<file path="src/rtl/spi_xfer_sequencer_if.sv">
// ---------------------------------------------------------------------------
// spi_xfer_sequencer_if
//   Command push / response pop handshake bundle for spi_xfer_sequencer.
//
//   Command channel (producer -> sequencer):
//     cmd_valid, cmd_op[1:0], cmd_wait[7:0], cmd_din_master, cmd_din_slave
//     cmd_ready (sequencer -> producer)
//   Response channel (sequencer -> consumer):
//     rsp_valid, rsp_op[1:0], rsp_dout_master, rsp_dout_slave, rsp_timeout
//     rsp_ready (consumer -> sequencer)
//
//   Modports:
//     master : the side that issues commands and consumes responses
//     slave  : the sequencer itself
// ---------------------------------------------------------------------------
interface spi_xfer_sequencer_if #(
   parameter int unsigned SPI_TRF_BIT = 8
);
   logic                   cmd_valid;
   logic                   cmd_ready;
   logic [1:0]             cmd_op;
   logic [7:0]             cmd_wait;
   logic [SPI_TRF_BIT-1:0] cmd_din_master;
   logic [SPI_TRF_BIT-1:0] cmd_din_slave;

   logic                   rsp_valid;
   logic                   rsp_ready;
   logic [1:0]             rsp_op;
   logic [SPI_TRF_BIT-1:0] rsp_dout_master;
   logic [SPI_TRF_BIT-1:0] rsp_dout_slave;
   logic                   rsp_timeout;

   modport master (
      output cmd_valid, cmd_op, cmd_wait, cmd_din_master, cmd_din_slave,
      input  cmd_ready,
      input  rsp_valid, rsp_op, rsp_dout_master, rsp_dout_slave, rsp_timeout,
      output rsp_ready
   );

   modport slave (
      input  cmd_valid, cmd_op, cmd_wait, cmd_din_master, cmd_din_slave,
      output cmd_ready,
      output rsp_valid, rsp_op, rsp_dout_master, rsp_dout_slave, rsp_timeout,
      input  rsp_ready
   );
endinterface

</file>
<file path="src/rtl/spi_xfer_sequencer.sv">
// ---------------------------------------------------------------------------
// spi_xfer_sequencer
//   Queues SPI transfer commands in a small FIFO and issues them one at a
//   time to spi_top, waits for completion (or a timeout) and returns a
//   response per command, strictly in order.
//
//   Ports:
//     clk, rst       : clock, asynchronous active-high reset
//     bus (slave)    : command push / response pop handshakes
//     req            : one-cycle transfer request to spi_top (00 = none)
//     wait_duration  : wait value for the current transfer
//     din_master     : master transmit word for the current transfer
//     din_slave      : slave transmit word for the current transfer
//     dout_master    : master receive word from spi_top
//     dout_slave     : slave receive word from spi_top
//     done_tx        : spi_top transmit-complete pulse
//     done_rx        : spi_top receive-complete pulse
//     busy           : high whenever a command is being processed
// ---------------------------------------------------------------------------
module spi_xfer_sequencer #(
   parameter int unsigned SPI_TRF_BIT    = 8,
   parameter int unsigned CMD_DEPTH      = 4,
   parameter int unsigned TIMEOUT_CYCLES = 4096
) (
   input  logic                   clk,
   input  logic                   rst,
   spi_xfer_sequencer_if.slave    bus,
   output logic [1:0]             req,
   output logic [7:0]             wait_duration,
   output logic [SPI_TRF_BIT-1:0] din_master,
   output logic [SPI_TRF_BIT-1:0] din_slave,
   input  logic [SPI_TRF_BIT-1:0] dout_master,
   input  logic [SPI_TRF_BIT-1:0] dout_slave,
   input  logic                   done_tx,
   input  logic                   done_rx,
   output logic                   busy
);

   localparam int unsigned PTR_W = (CMD_DEPTH > 1) ? $clog2(CMD_DEPTH) : 1;
   localparam int unsigned CNT_W = $clog2(CMD_DEPTH + 1);
   localparam int unsigned TMO_W = (TIMEOUT_CYCLES > 1) ? $clog2(TIMEOUT_CYCLES) : 1;
   localparam logic [TMO_W-1:0] TMO_LAST = TMO_W'(TIMEOUT_CYCLES - 1);
   localparam logic [CNT_W-1:0] CNT_FULL = CNT_W'(CMD_DEPTH);

   typedef struct packed {
      logic [1:0]             op;
      logic [7:0]             wt;
      logic [SPI_TRF_BIT-1:0] dm;
      logic [SPI_TRF_BIT-1:0] ds;
   } cmd_t;

   typedef enum logic [1:0] {
      IDLE,
      ISSUE,
      WAIT_DONE,
      RESP
   } state_t;

   cmd_t                   fifo_mem [CMD_DEPTH];
   logic [PTR_W-1:0]       wr_ptr;
   logic [PTR_W-1:0]       rd_ptr;
   logic [CNT_W-1:0]       count;
   logic                   full;
   logic                   empty;
   logic                   push;
   logic                   pop;
   cmd_t                   cmd_in;
   cmd_t                   hold;

   state_t                 state_q;
   state_t                 state_d;
   logic [TMO_W-1:0]       tmo_cnt;
   logic                   tmo_hit;
   logic                   tx_seen;
   logic                   rx_seen;
   logic                   xfer_done;
   logic [1:0]             req_d;
   logic                   rsp_load;
   logic                   rsp_take_data;
   logic                   rsp_tmo_d;

   logic [1:0]             rsp_op_q;
   logic [SPI_TRF_BIT-1:0] rsp_dm_q;
   logic [SPI_TRF_BIT-1:0] rsp_ds_q;
   logic                   rsp_tmo_q;

   // ---------------- command FIFO ----------------
   assign full          = (count == CNT_FULL);
   assign empty         = (count == '0);
   assign bus.cmd_ready = !full;
   assign push          = bus.cmd_valid && !full;
   assign cmd_in        = '{op: bus.cmd_op, wt: bus.cmd_wait,
                            dm: bus.cmd_din_master, ds: bus.cmd_din_slave};

   always_ff @(posedge clk) begin
      if (push) begin
         fifo_mem[wr_ptr] <= cmd_in;
      end
   end

   // Depth is a power of two, so plain pointer increments wrap correctly.
   always_ff @(posedge clk or posedge rst) begin
      if (rst) begin
         wr_ptr <= '0;
         rd_ptr <= '0;
         count  <= '0;
      end else begin
         if (push) begin
            wr_ptr <= wr_ptr + PTR_W'(1);
         end
         if (pop) begin
            rd_ptr <= rd_ptr + PTR_W'(1);
         end
         unique case ({push, pop})
            2'b10:   count <= count + CNT_W'(1);
            2'b01:   count <= count - CNT_W'(1);
            default: count <= count;
         endcase
      end
   end

   // ---------------- completion detection ----------------
   // For op 11 each done line is remembered independently, so the two
   // pulses may arrive in either order or together.
   always_comb begin
      unique case (hold.op)
         2'b01:   xfer_done = done_tx;
         2'b10:   xfer_done = done_rx;
         2'b11:   xfer_done = (tx_seen | done_tx) & (rx_seen | done_rx);
         default: xfer_done = 1'b0;
      endcase
   end

   assign tmo_hit = (tmo_cnt == TMO_LAST);

   // ---------------- FSM ----------------
   always_ff @(posedge clk or posedge rst) begin
      if (rst) begin
         state_q <= IDLE;
      end else begin
         state_q <= state_d;
      end
   end

   always_comb begin
      state_d       = state_q;
      pop           = 1'b0;
      req_d         = 2'b00;
      rsp_load      = 1'b0;
      rsp_take_data = 1'b0;
      rsp_tmo_d     = 1'b0;
      unique case (state_q)
         IDLE: begin
            if (!empty) begin
               pop     = 1'b1;
               state_d = ISSUE;
            end
         end
         ISSUE: begin
            if (hold.op == 2'b00) begin
               rsp_load = 1'b1;
               state_d  = RESP;
            end else begin
               req_d   = hold.op;
               state_d = WAIT_DONE;
            end
         end
         WAIT_DONE: begin
            if (xfer_done) begin
               rsp_load      = 1'b1;
               rsp_take_data = 1'b1;
               state_d       = RESP;
            end else if (tmo_hit) begin
               rsp_load  = 1'b1;
               rsp_tmo_d = 1'b1;
               state_d   = RESP;
            end
         end
         RESP: begin
            if (bus.rsp_ready) begin
               state_d = IDLE;
            end
         end
         default: state_d = IDLE;
      endcase
   end

   // ---------------- datapath registers ----------------
   // req is registered: the pulse is raised on the ISSUE->WAIT_DONE edge and
   // therefore appears during the first WAIT_DONE cycle, lasting one cycle.
   always_ff @(posedge clk or posedge rst) begin
      if (rst) begin
         hold      <= '0;
         req       <= '0;
         tmo_cnt   <= '0;
         tx_seen   <= 1'b0;
         rx_seen   <= 1'b0;
         rsp_op_q  <= '0;
         rsp_dm_q  <= '0;
         rsp_ds_q  <= '0;
         rsp_tmo_q <= 1'b0;
      end else begin
         req <= req_d;
         if (pop) begin
            hold <= fifo_mem[rd_ptr];
         end
         if (state_q == ISSUE) begin
            tmo_cnt <= '0;
            tx_seen <= 1'b0;
            rx_seen <= 1'b0;
         end else if (state_q == WAIT_DONE) begin
            tmo_cnt <= tmo_cnt + TMO_W'(1);
            tx_seen <= tx_seen | done_tx;
            rx_seen <= rx_seen | done_rx;
         end
         if (rsp_load) begin
            rsp_op_q  <= hold.op;
            rsp_dm_q  <= rsp_take_data ? dout_master : '0;
            rsp_ds_q  <= rsp_take_data ? dout_slave  : '0;
            rsp_tmo_q <= rsp_tmo_d;
         end
      end
   end

   // ---------------- outputs ----------------
   assign wait_duration       = hold.wt;
   assign din_master          = hold.dm;
   assign din_slave           = hold.ds;
   assign busy                = (state_q != IDLE);
   assign bus.rsp_valid       = (state_q == RESP);
   assign bus.rsp_op          = rsp_op_q;
   assign bus.rsp_dout_master = rsp_dm_q;
   assign bus.rsp_dout_slave  = rsp_ds_q;
   assign bus.rsp_timeout     = rsp_tmo_q;

endmodule
</file>
<file path="src/flat_wrapper.sv">
// flat-port wrapper written by rule: the top's interface ports become plain ports
module spi_xfer_sequencer_flat 
#(
   parameter int unsigned SPI_TRF_BIT    = 8,
   parameter int unsigned CMD_DEPTH      = 4,
   parameter int unsigned TIMEOUT_CYCLES = 4096
)
  (clk, rst, req, wait_duration, din_master, din_slave, dout_master, dout_slave, done_tx, done_rx, busy, bus_cmd_valid, bus_cmd_op, bus_cmd_wait, bus_cmd_din_master, bus_cmd_din_slave, bus_cmd_ready, bus_rsp_valid, bus_rsp_op, bus_rsp_dout_master, bus_rsp_dout_slave, bus_rsp_timeout, bus_rsp_ready);
  spi_xfer_sequencer_if #(.SPI_TRF_BIT(SPI_TRF_BIT)) bus_i ();
  input  logic clk;
  input  logic rst;
  output logic [1:0] req;
  output logic [7:0] wait_duration;
  output logic [SPI_TRF_BIT-1:0] din_master;
  output logic [SPI_TRF_BIT-1:0] din_slave;
  input  logic [SPI_TRF_BIT-1:0] dout_master;
  input  logic [SPI_TRF_BIT-1:0] dout_slave;
  input  logic done_tx;
  input  logic done_rx;
  output logic busy;
  input wire logic [$bits(bus_i.cmd_valid)-1:0] bus_cmd_valid;
  input wire logic [$bits(bus_i.cmd_op)-1:0] bus_cmd_op;
  input wire logic [$bits(bus_i.cmd_wait)-1:0] bus_cmd_wait;
  input wire logic [$bits(bus_i.cmd_din_master)-1:0] bus_cmd_din_master;
  input wire logic [$bits(bus_i.cmd_din_slave)-1:0] bus_cmd_din_slave;
  output wire logic [$bits(bus_i.cmd_ready)-1:0] bus_cmd_ready;
  output wire logic [$bits(bus_i.rsp_valid)-1:0] bus_rsp_valid;
  output wire logic [$bits(bus_i.rsp_op)-1:0] bus_rsp_op;
  output wire logic [$bits(bus_i.rsp_dout_master)-1:0] bus_rsp_dout_master;
  output wire logic [$bits(bus_i.rsp_dout_slave)-1:0] bus_rsp_dout_slave;
  output wire logic [$bits(bus_i.rsp_timeout)-1:0] bus_rsp_timeout;
  input wire logic [$bits(bus_i.rsp_ready)-1:0] bus_rsp_ready;
  assign bus_i.cmd_valid = bus_cmd_valid;
  assign bus_i.cmd_op = bus_cmd_op;
  assign bus_i.cmd_wait = bus_cmd_wait;
  assign bus_i.cmd_din_master = bus_cmd_din_master;
  assign bus_i.cmd_din_slave = bus_cmd_din_slave;
  assign bus_cmd_ready = bus_i.cmd_ready;
  assign bus_rsp_valid = bus_i.rsp_valid;
  assign bus_rsp_op = bus_i.rsp_op;
  assign bus_rsp_dout_master = bus_i.rsp_dout_master;
  assign bus_rsp_dout_slave = bus_i.rsp_dout_slave;
  assign bus_rsp_timeout = bus_i.rsp_timeout;
  assign bus_i.rsp_ready = bus_rsp_ready;
  spi_xfer_sequencer #(.SPI_TRF_BIT(SPI_TRF_BIT), .CMD_DEPTH(CMD_DEPTH), .TIMEOUT_CYCLES(TIMEOUT_CYCLES)) u_core (.clk(clk), .rst(rst), .bus(bus_i), .req(req), .wait_duration(wait_duration), .din_master(din_master), .din_slave(din_slave), .dout_master(dout_master), .dout_slave(dout_slave), .done_tx(done_tx), .done_rx(done_rx), .busy(busy));
endmodule
</file>
<file path="config.mk">
export PLATFORM = sky130hd
export DESIGN_NAME = spi_xfer_sequencer_flat
export DESIGN_NICKNAME = d
export VERILOG_FILES = /design/src/rtl/spi_xfer_sequencer_if.sv /design/src/rtl/spi_xfer_sequencer.sv /design/src/flat_wrapper.sv
export SDC_FILE = /design/constraint.sdc
export NUM_CORES = 1
export LEC_CHECK = 0
export BUFFER_PORTS_ARGS = -buffer_cell sky130_fd_sc_hd__buf_2
export CAP_MARGIN = 20
export CORE_MARGIN = 2
export CORE_UTILIZATION = 50
export CTS_CLUSTER_DIAMETER = 150
export DETAILED_ROUTE_END_ITERATION = 16
export PLACE_DENSITY = 0.74
export SYNTH_ARGS = -nofsm -noshare
export SYNTH_HDL_FRONTEND = slang
export SYNTH_SLANG_ARGS = --single-unit
</file>
<file path="constraint.sdc">
create_clock -name clk -period 2.2 [get_ports clk]
set_input_delay 0 -clock clk [delete_from_list [all_inputs] [get_ports clk]]
set_output_delay 0 -clock clk [all_outputs]
set_load 0.005 [all_outputs]
</file>
==> out/metrics.yaml, run 1 <==
status: "finished clean"
synthDominantAreaCellType: "sky130_fd_sc_hd__edfxtp_1"
post-route-min-period_ns: 2.05
placedInstanceArea_mm2: 0.00773
drt_first_iter_violations: 158
relSlewSlack_pct: 53.4
worst_r2r_path_depth: 10
ios: 96
post_route_cells_drive_above_1_share_pct: 37.0
route.final.wire_length_um: 13400
n_antenna_cell: 0
critPathMaxFanout: 6
timing.fmax_mhz: 487
final_nets: 627
min_delay_path_depth: 4
place.port_buffers: 95
fin_crit_sh_pct: 93.3
die_x_um: 124
vdd.ir_drop.worst_mv: 0.657
die_y_um: 124
tritoncts: "done"
critical_path.endpoint_type: "flop"
grt_antenna_before_repair: 0
synth.net_count: 494
leading_cell_type_in_the_layout_fill_and_taps_excluded: "sky130_fd_sc_hd__edfxtp_1"
setup_tns_ns: 0
globalRouteTotalUtil_pct: 18.9
core_region_area_mm2: 0.0139
first_global_vias: 4242
fp-row-count: 43
post-dp-hpwl_um: 8300
fillerInstances: 997
finalWeightedCongestion: 0.769
avgRoutedWirePerCell_um: 17.6
synthesis.yosys.warnings: 0
cellLeakagePower_nw: 3.54
ys_seq_area_share_pct: 68.1
synthesis.instances: 435
final_cell_area_mm2: 0.00874
hold_critical_path_endpoint: "u_core.state_q[0]"
timing.rr.start: "u_core.count[0]"
finalCoreUtilization_pct: 62.7
layout_common_cells: "sky130_fd_sc_hd__edfxtp_1 (104), sky130_fd_sc_hd__buf_2 (95), sky130_fd_sc_hd__dfrtp_1 (69)"
clock_latency_ns: 0.42
ant_nets: 0
initial_utilization_pct: 51.3
post_synth_num_cell_types: 44
grt_pass1_wl_um: 21400
route.detailed.vias_per_inst: 5.32
max-cap-violations: 0
holdCritStartpoint: "bus_rsp_ready"
critPathLaunchType: "flop"
cts-buffers-inserted: 17
r2r_slack_ns: 0.15
worstReg2RegEnd: "u_core.count[2]"
post_synth_instance_area_mm2: 0.00715
clock_root_buffer: "sky130_fd_sc_hd__clkbuf_16"
crit_type: "flop to flop"
critical_path_required_ns: 2.54
timing_max_transition_violations_final: 0
grt_start_max_net_pins: 38
cts.sinks: 174
post_synth_main_area_contributors: "sky130_fd_sc_hd__edfxtp_1 (44%), sky130_fd_sc_hd__dfrtp_1 (24%), sky130_fd_sc_hd__mux4_2 (8.2%), sky130_fd_sc_hd__mux2_2 (4.3%), sky130_fd_sc_hd__buf_4 (3.1%)"
overall_power_after_layout_mw: 7.54
final_hold_violations: 0
firstDrtPassIters: 4
finalClockSkew_ns: 0.00954
setup-violations-final: 0
grt-ovfl-total: 0
die-area_mm2: 0.0153
synthDominantCellAreaShare_pct: 43.7
grt_setup_unrepaired: "no"
avgSynthCellArea_um2: 16.4
cellPowerDensity_mw_per_mm2: 862
postSynthRegisterBits: 174
drc_viols: 0
clk_transition_reported_paths_ns: 0.06
detailroute.via_count: 4048
number_of_h_tree_levels: 4
clockBufferDepth: 2
worst_pin_slew_ns: 0.699
layout-area-overhead-vs-synth_pct: 22.2
hp-class: "primary input to flop"
worstPathArrival_ns: 2.39
[Yosys cell counts]
| cell type | count |
|---|---|
| sky130_fd_sc_hd__or2_1 | 1 |
| sky130_fd_sc_hd__a31o_2 | 1 |
| sky130_fd_sc_hd__nand2b_1 | 1 |
| sky130_fd_sc_hd__nor3_1 | 2 |
| sky130_fd_sc_hd__or4_1 | 1 |
| sky130_fd_sc_hd__mux4_2 | 26 |
| sky130_fd_sc_hd__mux2_1 | 2 |
| sky130_fd_sc_hd__nor2_1 | 14 |
| sky130_fd_sc_hd__o21ai_0 | 14 |
| sky130_fd_sc_hd__nand3_1 | 4 |
| sky130_fd_sc_hd__nand4_4 | 1 |
| sky130_fd_sc_hd__edfxtp_1 | 104 |
| sky130_fd_sc_hd__dfrtp_1 | 70 |
| sky130_fd_sc_hd__o21ai_2 | 10 |
| sky130_fd_sc_hd__ha_1 | 10 |
| sky130_fd_sc_hd__a21oi_1 | 6 |
| sky130_fd_sc_hd__buf_4 | 30 |
| sky130_fd_sc_hd__and4_1 | 1 |
| sky130_fd_sc_hd__nand4_1 | 4 |
| sky130_fd_sc_hd__a22o_1 | 2 |
| sky130_fd_sc_hd__a21o_1 | 2 |
| sky130_fd_sc_hd__nor4_1 | 2 |
| sky130_fd_sc_hd__mux2_2 | 27 |
| sky130_fd_sc_hd__nor3b_1 | 1 |
| sky130_fd_sc_hd__a31oi_1 | 1 |
| sky130_fd_sc_hd__nor2b_1 | 1 |
| sky130_fd_sc_hd__and3_1 | 5 |
| sky130_fd_sc_hd__clkbuf_1 | 3 |
| sky130_fd_sc_hd__o221a_1 | 1 |
| sky130_fd_sc_hd__nand2_1 | 10 |
| sky130_fd_sc_hd__and2_1 | 4 |
| sky130_fd_sc_hd__or3_1 | 3 |
| sky130_fd_sc_hd__a32o_1 | 1 |
| sky130_fd_sc_hd__nor3b_4 | 1 |
| sky130_fd_sc_hd__buf_6 | 1 |
| sky130_fd_sc_hd__a21o_4 | 1 |
| sky130_fd_sc_hd__buf_2 | 5 |
| sky130_fd_sc_hd__o211ai_1 | 16 |
| sky130_fd_sc_hd__mux2i_1 | 2 |
| sky130_fd_sc_hd__xor2_1 | 7 |
| sky130_fd_sc_hd__fa_1 | 1 |
| sky130_fd_sc_hd__inv_1 | 29 |
| sky130_fd_sc_hd__xnor2_1 | 5 |
| sky130_fd_sc_hd__buf_1 | 2 |
[power by group]
group	leakage (nW)	total, mW	internal (mW)	switching, mW
clock network	0.258	2.72	1.46	1.25
registers	1.80	4.05	3.94	0.110
logic	1.49	0.773	0.307	0.466
total	3.54	7.54	5.71	1.83
[worst max-delay path by stage]
stage	slack (ns)	from	cells after the start	to
after floorplan	0.008	u_core.state_q[0]	12	u_core.count[2]
after global placement	0.23	u_core.state_q[0]	8	u_core.bus.rsp_dout_slave[7]
after detailed placement	0.09	u_core.state_q[0]	8	u_core.bus.rsp_dout_slave[7]
after CTS	0.08	u_core.count[0]	10	u_core.count[2]
after global routing	0.003	u_core.count[0]	10	u_core.count[2]
final	0.15	u_core.count[0]	10	u_core.count[2]
[metrics by stage]
stage | worst slack (ns) | instances | hold WS [ns]
after floorplan | 0.00779 | 435 | 0.0989
after global placement | 0.226 | 683 | 0.114
after detailed placement | 0.0936 | 683 | 0.134
after CTS | 0.0783 | 761 | 0.0982
after global routing | 0.00330 | 761 | 0.106
final | 0.147 | 761 | 0.117
[area by class of cell]
cell class / count / area [um^2] / share of cell area [%]
clock buffers: 18 / 429 / 4.91
clock inverters: 14 / 106 / 1.22
inverters: 29 / 110 / 1.26
multi-input cells: 191 / 1910 / 21.9
flip-flops and latches: 174 / 4880 / 55.8
well taps: 180 / 225 / 2.58
repair buffers: 155 / 1080 / 12.4
[worst max-delay path: stages (launching register included)]
cell and delay, ns:
sky130_fd_sc_hd__dfrtp_1 0.41, sky130_fd_sc_hd__inv_1 0.13, sky130_fd_sc_hd__nand3_2 0.12, sky130_fd_sc_hd__and2_1 0.22, sky130_fd_sc_hd__inv_1 0.07, sky130_fd_sc_hd__ha_2 0.17
sky130_fd_sc_hd__inv_1 0.05, sky130_fd_sc_hd__fa_1 0.38, sky130_fd_sc_hd__xor2_1 0.15, sky130_fd_sc_hd__nor2_1 0.11, sky130_fd_sc_hd__xor2_1 0.16
[state kept, by name (all words and copies together) (netlist names)]
name,count
u_core.din_master,8
u_core.state_q,2
u_core.rx_seen,1
u_core.fifo_mem,104
u_core.tx_seen,1
u_core.rd_ptr,2
u_core.hold,2
u_core.req,2
u_core.bus.rsp_dout_slave,8
u_core.tmo_cnt,12
u_core.wait_duration,8
u_core.count,3
u_core.wr_ptr,2
u_core.din_slave,8
u_core.bus.rsp_dout_master,8
u_core.bus.rsp_timeout,1
u_core.bus.rsp_op,2
[repair_timing]
item / CTS / global route
setup endpoints to repair: 0 / 5
resized for setup: 0 / 4
setup buffers: 0 / 0
hold buffers: 46 / 0
endpoints found under the hold margin: 159 / 0
[routing by layer]
metal / track usage, % / part of all wire, % / vias up / routed length [um]
met3: 4.81 / 5.6 / 15 / 749
met2: 33.0 / 51 / 120 / 6820
met4: 6.46 / 1.3 / 0 / 174
li1: - / - / 1868 / -
met5: 0 / 0 / - / 0
met1: 22.9 / 42 / 2045 / 5670
[logic make-up (layout without fill, tap and decap cells)]
family / count (synthesis) / in the layout / synth area share (%)
fa+ha+maj: 11 / 11 / 2.03
compound gates: 55 / 55 / 5.47
simple gates: 56 / 56 / 4.41
buf+inv: 70 / 216 / 5.44
xor+xnor: 12 / 12 / 1.47
flops: 174 / 174 / 68.1
mux: 57 / 57 / 13.0
(Power assumes the default switching activity.)
==> run 2: changes to the inputs <==
- CTS_BUF_LIST: not set -> sky130_fd_sc_hd__clkbuf_8
==> run 2 against run 1 <==
Effect of this change: worst setup slack worse by 0.014 ns; critical path type unchanged; core utilization is 1.4 points lower; register-to-register slack hardly changed.
==> out/metrics.yaml, run 2 (same netlist as run 1, synthesis figures left out) <==
status: "finished clean"
critPathCapture: "u_core.bus.rsp_op[0]"
final_nets: 627  # unchanged
critical_path_required_ns: 2.54  # about the same
cellPowerDensity_mw_per_mm2: 790  # -8.4%
critPathLaunchType: "flop"
drc_viols: 0  # unchanged
grt_antenna_before_repair: 0  # unchanged
grt_start_max_net_pins: 38  # unchanged
place.port_buffers: 95  # unchanged
globalRouteTotalUtil_pct: 19.0  # +0.088 points
avgRoutedWirePerCell_um: 17.6  # about the same
finalWeightedCongestion: 0.769  # unchanged
final.hold.worst_slack_ns: 0.0828  # -0.0344 ns
timing.rr.start: "u_core.state_q[0]"
fillerInstances: 1008  # +1.1%
worst_r2r_path_depth: 7  # -3
max_stage_delay_ns: 0.42  # about the same
first_global_vias: 4220  # -0.52%
timing.fmax_mhz: 484  # -0.68%
core_region_area_mm2: 0.0139  # unchanged
cellLeakagePower_nw: 3.46  # -2.3%
tritoncts: "done"
leading_cell_type_in_the_layout_fill_and_taps_excluded: "sky130_fd_sc_hd__edfxtp_1"
post_route_cells_drive_above_1_share_pct: 37.0  # unchanged
max-cap-violations: 0  # unchanged
firstDrtPassIters: 5  # +1
clock_latency_ns: 0.46  # +0.04 ns
layout-area-overhead-vs-synth_pct: 19.5
setup-violations-final: 0  # unchanged
post-dp-hpwl_um: 8300  # unchanged
clockBufferDepth: 2  # unchanged
ios: 96  # unchanged
ant_nets: 0  # unchanged
seqCellArea_mm2: 0.00488  # unchanged
timing.critical_path.buf_inv: 1  # -2
initial_utilization_pct: 51.3  # unchanged
vdd.ir_drop.worst_mv: 0.545  # -17%
fin_crit_sh_pct: 94.0  # +0.64 points
timing.critical_path.max_delay_family: "simple AND/OR/NAND/NOR gates"
worstSetupStartpoint: "u_core.state_q[0]"
number_of_h_tree_levels: 4  # unchanged
worstReg2RegEnd: "u_core.bus.rsp_op[0]"
overall_power_after_layout_mw: 6.75  # -10%
die-area_mm2: 0.0153  # unchanged
timing_max_transition_violations_final: 0  # unchanged
crit_path_top_delay_cell: "sky130_fd_sc_hd__dfrtp_1"
cts.sinks: 174  # unchanged
area_taken_by_multi_input_logic_gates_mm2: 0.00191  # unchanged
worstPathArrival_ns: 2.41  # +0.02 ns
die_x_um: 124  # unchanged
post-route-min-period_ns: 2.07  # +0.0140 ns
layout_common_cells: "sky130_fd_sc_hd__edfxtp_1 (104), sky130_fd_sc_hd__buf_2 (95), sky130_fd_sc_hd__dfrtp_1 (69)"
largest-register: "u_core.fifo_mem"
critical_path.endpoint_type: "flop"
cts-buffers-inserted: 17  # unchanged
r2r_slack_ns: 0.13  # about the same
clock_root_buffer: "sky130_fd_sc_hd__clkbuf_8"
clk_transition_reported_paths_ns: 0.09  # +0.03 ns
instances_no_fill: 761  # unchanged
crit_type: "flop to flop"
critPathMaxFanout: 7  # +1
grt-ovfl-total: 0  # unchanged
final_cell_area_mm2: 0.00855  # -2.2%
placedInstanceArea_mm2: 0.00773  # unchanged
route.detailed.vias_per_inst: 5.31  # -0.22%
hp-class: "primary input to flop"
detailroute.via_count: 4039  # -0.22%
largestRegisters: "u_core.fifo_mem (104), u_core.tmo_cnt (12)"
finalClockSkew_ns: 0.00971  # +0.000173 ns
dp.cells: 683  # unchanged
fp-row-count: 43  # unchanged
drt_first_iter_violations: 130  # -18%
final_hold_violations: 0  # unchanged
die_y_um: 124  # unchanged
cp_cell_sequence: "inv_2, ha_2, nand4_4, nor4_2, a21o_1, a21o_4, mux2_1"
relSlewSlack_pct: 52.7  # -0.66 points
cts_post_setup_buffers_inserted: 0  # unchanged
worst_pin_slew_ns: 0.709  # +0.00994 ns
grt_pass1_wl_um: 21300  # -0.19%
largest_register_ff_count: 104  # unchanged
n_antenna_cell: 0  # unchanged
finalCoreUtilization_pct: 61.4  # -1.4 points
cp_num_cells: 7  # -3
route.final.wire_length_um: 13400  # about the same
-- run 2: changes by cell type in the layout (fill, tap and decap cells not counted), sizes merged --
cell	change
clkbuf	-1
inv	+1
-- run 2: power by group --
part           leakage (nW)  internal [mW]  total (mW)  switching (mW)
clock                 0.175          0.795        1.94            1.14
combinational          1.49          0.307       0.775           0.468
sequential             1.80           3.93        4.04           0.110
total                  3.46           5.03        6.75            1.72
-- run 2: cell type report --
| type | instances | share of cell area, % |
|---|---|---|
| clock inverters | 15 | 1.29 |
| repair buffers | 155 | 12.7 |
| flip-flops and latches | 174 | 57.0 |
| well taps | 180 | 2.63 |
| clock buffers | 17 | 2.74 |
| inverters | 29 | 1.29 |
| multi-input cells | 191 | 22.4 |
-- run 2: worst min-delay path, cell delays in order --
cell,delay [ns]
sky130_fd_sc_hd__buf_2,0.09
sky130_fd_sc_hd__inv_1,0.08
sky130_fd_sc_hd__a32o_1,0.14
sky130_fd_sc_hd__o221a_1,0.19
-- run 2: how the worst min path moves through the flow --
stage,slack (ns),start,cells past startpoint,to
5_1_grt,0.05,bus_rsp_ready,4,u_core.state_q[0]
2_1_floorplan,0.1,bus_cmd_din_slave[0],0,u_core.fifo_mem[0][0]
4_1_cts,0.05,bus_rsp_ready,4,u_core.state_q[0]
3_3_place_gp,0.11,rst,2,u_core.bus.rsp_dout_slave[7]
3_5_place_dp,0.13,rst,2,u_core.bus.rsp_dout_master[1]
6_report,0.08,bus_rsp_ready,4,u_core.state_q[0]
-- run 2: metrics by stage --
stage | setup TNS [ns] | setup WS, ns
2_1_floorplan | 0 | 0.00779
3_3_place_gp | 0 | 0.226
3_5_place_dp | 0 | 0.0936
4_1_cts | 0 | 0.0734
5_1_grt | -0.00230 | -0.00230
6_report | 0 | 0.133
-- run 2: timing repair --
action,CTS,global route
hold buffers,46,0
gates resized for setup,0,4
hold endpoints to repair,160,0
setup endpoints to repair,0,5
-- run 2: per-layer routing --
metal / vias up / share of wire, % / global-route usage, %
met2: 113 / 51 / 32.9
met1: 2037 / 42 / 23.0
met3: 17 / 5.4 / 5.22
met5: - / 0 / 0
met4: 0 / 1.5 / 6.68
li1: 1872 / - / -
